### config.mk
export PLATFORM = sky130hd
export DESIGN_NAME = pipeline_skid_register_flat
export DESIGN_NICKNAME = d
export VERILOG_FILES = /design/src/rtl/pipeline_skid_register_if.sv /design/src/rtl/pipeline_skid_register.sv /design/src/flat_wrapper.sv
export SDC_FILE = /design/constraint.sdc
export NUM_CORES = 1
export LEC_CHECK = 0
export CAP_MARGIN = 20
export CORE_UTILIZATION = 40
export CTS_CLUSTER_DIAMETER = 60
export DETAILED_ROUTE_END_ITERATION = 8
export PLACE_DENSITY_LB_ADDON = 0.25
export SYNTH_ARGS = -nofsm -noshare
export SYNTH_HDL_FRONTEND = slang
export SYNTH_SLANG_ARGS = --single-unit
export TNS_END_PERCENT = 100
### constraint.sdc
create_clock -name clk -period 4.3 [get_ports clk]
set_clock_uncertainty 0.1 [all_clocks]
set_input_delay 0.86 -clock clk [delete_from_list [all_inputs] [get_ports clk]]
set_output_delay 0.86 -clock clk [all_outputs]
set_load 0.05 [all_outputs]
### src/rtl/pipeline_skid_register_if.sv
// Valid/ready bundle between two pipeline stages.
// The register is the slave side; the driving and consuming stages are the master side.
interface pipeline_skid_register_if #(
  parameter int NUM_BITS = 16
);
  logic                in_valid;
  logic                in_ready;
  logic [NUM_BITS-1:0] din;
  logic                out_valid;
  logic                out_ready;
  logic [NUM_BITS-1:0] dout;

  modport master (
    output in_valid,
    output din,
    output out_ready,
    input  in_ready,
    input  out_valid,
    input  dout
  );

  modport slave (
    input  in_valid,
    input  din,
    input  out_ready,
    output in_ready,
    output out_valid,
    output dout
  );
endinterface

### src/rtl/pipeline_skid_register.sv
// Falling-edge pipeline register with 2-entry skid buffer,
// synchronous flush and saturating stall counter.
module pipeline_skid_register #(
  parameter int                NUM_BITS     = 16,
  parameter logic [NUM_BITS-1:0] BUBBLE_VALUE = '0,
  parameter int                CNT_BITS     = 8
) (
  input  logic                clk,
  input  logic                rst_n,
  input  logic                flush,
  pipeline_skid_register_if.slave bus,
  output logic [CNT_BITS-1:0] stall_count
);

  // State bits are {out_valid, ~in_ready} so both flags come straight from flops.
  typedef enum logic [1:0] {
    EMPTY = 2'b00,
    ONE   = 2'b10,
    FULL  = 2'b11
  } state_t;

  localparam logic [CNT_BITS-1:0] CNT_MAX = {CNT_BITS{1'b1}};

  state_t              state, state_n;
  logic [NUM_BITS-1:0] main_q, main_n;
  logic [NUM_BITS-1:0] skid_q, skid_n;
  logic [CNT_BITS-1:0] cnt_q, cnt_n;
  logic                in_xfer, out_xfer;

  assign bus.out_valid = state[1];
  assign bus.in_ready  = ~state[0];
  assign bus.dout      = main_q;
  assign stall_count   = cnt_q;

  assign in_xfer  = bus.in_valid & bus.in_ready;
  assign out_xfer = bus.out_valid & bus.out_ready;

  always_comb begin
    state_n = state;
    main_n  = main_q;
    skid_n  = skid_q;
    cnt_n   = cnt_q;
    if (flush) begin
      state_n = EMPTY;
      main_n  = BUBBLE_VALUE;
      skid_n  = BUBBLE_VALUE;
    end else begin
      unique case (state)
        EMPTY: begin
          if (in_xfer) begin
            state_n = ONE;
            main_n  = bus.din;
          end
        end
        ONE: begin
          if (in_xfer && out_xfer) begin
            main_n = bus.din;
          end else if (in_xfer) begin
            state_n = FULL;
            skid_n  = bus.din;
          end else if (out_xfer) begin
            state_n = EMPTY;
            main_n  = BUBBLE_VALUE;
          end
        end
        FULL: begin
          if (out_xfer) begin
            state_n = ONE;
            main_n  = skid_q;
            skid_n  = BUBBLE_VALUE;
          end
        end
        default: begin
          state_n = EMPTY;
          main_n  = BUBBLE_VALUE;
          skid_n  = BUBBLE_VALUE;
        end
      endcase
      if (bus.out_valid && !bus.out_ready && cnt_q != CNT_MAX)
        cnt_n = cnt_q + 1'b1;
    end
  end

  always_ff @(negedge clk or negedge rst_n) begin
    if (!rst_n) begin
      state  <= EMPTY;
      main_q <= BUBBLE_VALUE;
      skid_q <= BUBBLE_VALUE;
      cnt_q  <= '0;
    end else begin
      state  <= state_n;
      main_q <= main_n;
      skid_q <= skid_n;
      cnt_q  <= cnt_n;
    end
  end

endmodule

### src/flat_wrapper.sv
// flat-port wrapper written by rule: the top's interface ports become plain ports
module pipeline_skid_register_flat 
#(
  parameter int                NUM_BITS     = 16,
  parameter logic [NUM_BITS-1:0] BUBBLE_VALUE = '0,
  parameter int                CNT_BITS     = 8
)
  (clk, rst_n, flush, stall_count, bus_in_valid, bus_din, bus_out_ready, bus_in_ready, bus_out_valid, bus_dout);
  pipeline_skid_register_if #(.NUM_BITS(NUM_BITS)) bus_i ();
  input  logic clk;
  input  logic rst_n;
  input  logic flush;
  output logic [CNT_BITS-1:0] stall_count;
  input wire logic [$bits(bus_i.in_valid)-1:0] bus_in_valid;
  input wire logic [$bits(bus_i.din)-1:0] bus_din;
  input wire logic [$bits(bus_i.out_ready)-1:0] bus_out_ready;
  output wire logic [$bits(bus_i.in_ready)-1:0] bus_in_ready;
  output wire logic [$bits(bus_i.out_valid)-1:0] bus_out_valid;
  output wire logic [$bits(bus_i.dout)-1:0] bus_dout;
  assign bus_i.in_valid = bus_in_valid;
  assign bus_i.din = bus_din;
  assign bus_i.out_ready = bus_out_ready;
  assign bus_in_ready = bus_i.in_ready;
  assign bus_out_valid = bus_i.out_valid;
  assign bus_dout = bus_i.dout;
  pipeline_skid_register #(.NUM_BITS(NUM_BITS), .BUBBLE_VALUE(BUBBLE_VALUE), .CNT_BITS(CNT_BITS)) u_core (.clk(clk), .rst_n(rst_n), .flush(flush), .bus(bus_i), .stall_count(stall_count));
endmodule
Word-level counts from Yosys, hierarchy flattened:

Cells that the tools add are included.

* register bits: 42
* output and inout port bits: 26
* word-level logic and storage cells: 46

* add/sub/neg operators: 1
* eq/ne operators: 11
* muxes and demuxes: 17
* bitwise gates (word level): 4
* reductions and logical operators: 9

Operator list (count)
* 16-bit two-way mux: 8
* 16-bit one-hot mux with 3 select lines: 2
* 2-bit two-way mux: 6
* 4-bit AND reduction: 3
* 3-bit by 2-bit inequality test with 1-bit output, second input constant: 3
* 8-bit by 1-bit adder with 8-bit output, second input constant: 1
* 4-bit by 2-bit inequality test with 1-bit output, second input constant: 2
* 8-bit inequality test, second input constant: 1
* 2-bit one-hot mux with 3 select lines: 1
* 2-bit == test, second input constant: 2
* 4-bit inequality test, second input constant: 1
* 1-bit logical AND: 3
* 3-bit inequality test, second input constant: 1
* 1-bit AND: 2
* 2-bit logical NOT: 1
* 2-bit inequality test, second input constant: 1
* 1-bit NOT: 2
* 2-bit AND reduction: 1
* 1-bit logical NOT: 1

Logic depth before layout (Yosys ltp):

* depth in word-level cells: 6
* depth in mapped cells: 7

==> results.txt <==
register bit count reported by yosys - 42
filler instances - 395
share of the synthesized area in the top cell type - 0.516
power per unit of standard cell area - 625 nW/um2
XOR/XNOR Fraction of Synth Area - 0.0301
largest area contributor in the synthesized netlist - dfrtn_1
number of warnings issued by yosys - 0
Synth cell types - 33
area after detailed placement - 2910 um2
combinational family with the most area after synthesis - compound AO/OA/AOI/OAI gates
layout net count - 265
antenna-violating nets left - 0
critical-path cell list - clkdlybuf4s50_1 > nand2b_2 > o21ai_1 > a21o_1 > buf_12 > mux2i_1
die outline area - 5380 um2
vias in the first global route - 1586
maximum buffer depth of the clock tree - 2
largest fanout on the critical path - 16
Total Power Consumption - 1.90 mW
data required time at the worst endpoint - 2.18 ns
source-to-sink clock delay at the later pin of the worst-skew pair - 0.30 ns
starting density of the core - 0.423
worst vdd ir - 0.000366 V
data arrival time of the critical path - 2.07 ns
core area - 4820 um2
setup_tns - 0 ns
primary flip-flop cell chosen by synthesis mapping - dfrtn_1
total leakage power - 1.40 nW
multiplexer fraction of the synthesized cell area - 0.0940
most common cell in the synthesized netlist - dfrtn_1
synthesized netlist cell count - 184
hold violation count in the final report - 0
buffer cell driving the clock tree root - clkbuf_8
post-cts hold buffer count - 0
residual DRC count - 0
number of vias per cell - 5.12
antenna violations before repair - 0
Adder-Cell Fraction of Synth Area - 0.0307
clock sink total - 42
Synth Area in Simple Gates - 0.106
register clock-pin slew on the reported worst setup and hold paths - 0.05 ns
total of endpoints with negative setup slack in the final report - 0
die outline width - 73.3 um
synthesized-area fraction occupied by ao, oa, aoi and oai cells - 0.160
diode count - 0
dpl hpwl - 3270 um
startpoint type of the worst setup path - input pin
cts bufs inserted - 5
family with the most delay on the worst path - buffers and inverters
layout cells sized above 1 - 0.238
number of synthesized flops with an enable pin - 0
H-Tree Depth - 2
Synth top cells by count - 42 x dfrtn_1, 23 x nand2_1, 19 x inv_1
CP Capture Type - flop
wire length of the first global-routing pass - 7760 um
GRT Total Usage - 0.195
overall overflow remaining after global route - 0
Detailed Route Iter0 Violations - 92
share of synthesized area occupied by flip-flops and latches - 0.516
max incr delay on CP - 0.50 ns
TritonCTS clock tree - done
Worst Path Buf+Inv - 2
maximum number of pins on one net before global-route repair - 26
Crit Path Class - input pin to flop
slowest stage cell on the critical path - clkdlybuf4s50_1
netlist area before placement - 2040 um2
worst slew margin relative to its limit - 0.484
vertical die dimension - 73.3 um
leading post-synthesis cells by cell area - dfrtn_1 52%, mux2i_1 8.9%, o2bb2ai_1 6.9%
growth of design area from synthesis to finish - 49.4%
overall routed net length - 4770 um
Core Rows - 25
design area - 3040 um2
# IOs - 47
Port-buffer cells - 46
Routed WL per cell - 15.5 um
min-delay worst type - flop to flop
RSZ-0062 raised after global routing - false
Post-synth ARST share - 1.00
average size of a mapped cell - 11.1 um2
MaxCap Viol Count - 0
via count - 1571
number of post-CTS setup repair buffers - 0
slew at the pin closest to its max-slew limit - 0.774 ns
First-pass DRT Iterations - 4
result of the run - complete, no violations
Post-Syn Nets - 210
RD Place Congestion - 0.791
Max Slew Vio Count - 0
-- worst paths after layout --
path | slack [ns] | startpoint | cells after the start | to
min | 0.39 | u_core.skid_q[9] | 2 | u_core.skid_q[9]
max reg2reg | 2.06 | u_core.state[1] | 5 | u_core.skid_q[10]
min reg2reg | 0.39 | u_core.skid_q[9] | 2 | u_core.skid_q[9]
max in group asynchronous | 1.15 | rst_n | 2 | u_core.stall_count[1]
max | 0.11 | bus_in_valid | 6 | u_core.skid_q[10]
min in group asynchronous | 2.43 | rst_n | 1 | u_core.skid_q[9]
-- where the power goes --
part           switching (mW)  internal [mW]  leakage (nW)  total [mW]
clock                   0.134          0.130        0.0482       0.264
combinational           0.532          0.484         0.780        1.02
sequential              0.117          0.504         0.567       0.620
total                   0.783           1.12          1.40        1.90
-- through the flow --
step | instances | setup WS [ns] | hold slack (ns) | utilization
detailed placement | 299 | -0.350 | 0.387 | 0.605
global placement | 299 | -0.308 | 0.375 | 0.605
global route | 307 | 0.0516 | 0.413 | 0.631
floorplan | 184 | 0.302 | 0.360 | -
finish | 307 | 0.112 | 0.385 | 0.631
CTS | 307 | 0.0109 | 0.388 | 0.626
-- flip-flops by register name (all words and copies together) (netlist names) --
register / flops
u_core.stall_count: 8
u_core.state: 2
u_core.bus.dout: 16
u_core.skid_q: 16
-- cell usage in the layout, fill, tap and decap left out, types with 2 or more instances in the layout --
cell type / instances
ha_1: 5
a22oi_1: 16
inv_1: 19
a21oi_1: 2
nand3b_1: 2
mux2i_1: 18
nor2_1: 4
clkdlybuf4s50_1: 17
nand2_1: 23
dlymetal6s2s_1: 2
o2bb2ai_1: 16
buf_12: 30
nand3_1: 2
nor3_1: 2
buf_4: 7
dfrtn_1: 42
clkbuf_8: 6
xor2_1: 6
-- metal layers --
metal | part of all wire | up-vias | global-route usage | wire [um]
met3 | 0.037 | 7 | 0.0494 | 177
met1 | 0.49 | 772 | 0.269 | 2330
li1 | - | 755 | - | -
met4 | 0.012 | 0 | 0.0641 | 55
met2 | 0.46 | 37 | 0.302 | 2210
met5 | 0 | - | 0 | 0
-- worst register-to-register path: stages (launching register included) --
cell and delay [ns]:
dfrtn_1 0.57, ha_1 0.72, a21oi_1 0.13, a21o_1 0.24, buf_12 0.16, mux2i_1 0.15
-- repair_timing --
action,4_1_cts,5_1_grt
endpoints found under the setup margin,17,8
gates resized for setup,2,6
pin swaps,0,2
endpoints found under the hold margin,0,0
-- cell type report --
| class | instances | area, um2 | area share |
|---|---|---|---|
| repair buffers | 57 | 853 | 0.281 |
| well taps | 67 | 83.8 | 0.0276 |
| multi-input cells | 114 | 890 | 0.293 |
| clock inverters | 1 | 5.00 | 0.00165 |
| inverters | 19 | 71.3 | 0.0235 |
| clock buffers | 7 | 86.3 | 0.0284 |
| flip-flops and latches | 42 | 1050 | 0.346 |
-- kinds of logic (layout without fill, tap and decap cells) --
logic type      after synthesis  after routing
mux                          19             19
buf+inv                      28             84
compound gates               40             40
xor+xnor                      7              7
flops                        42             42
simple gates                 43             43
fa+ha+maj                     5              5
(Power assumes the default switching activity.)
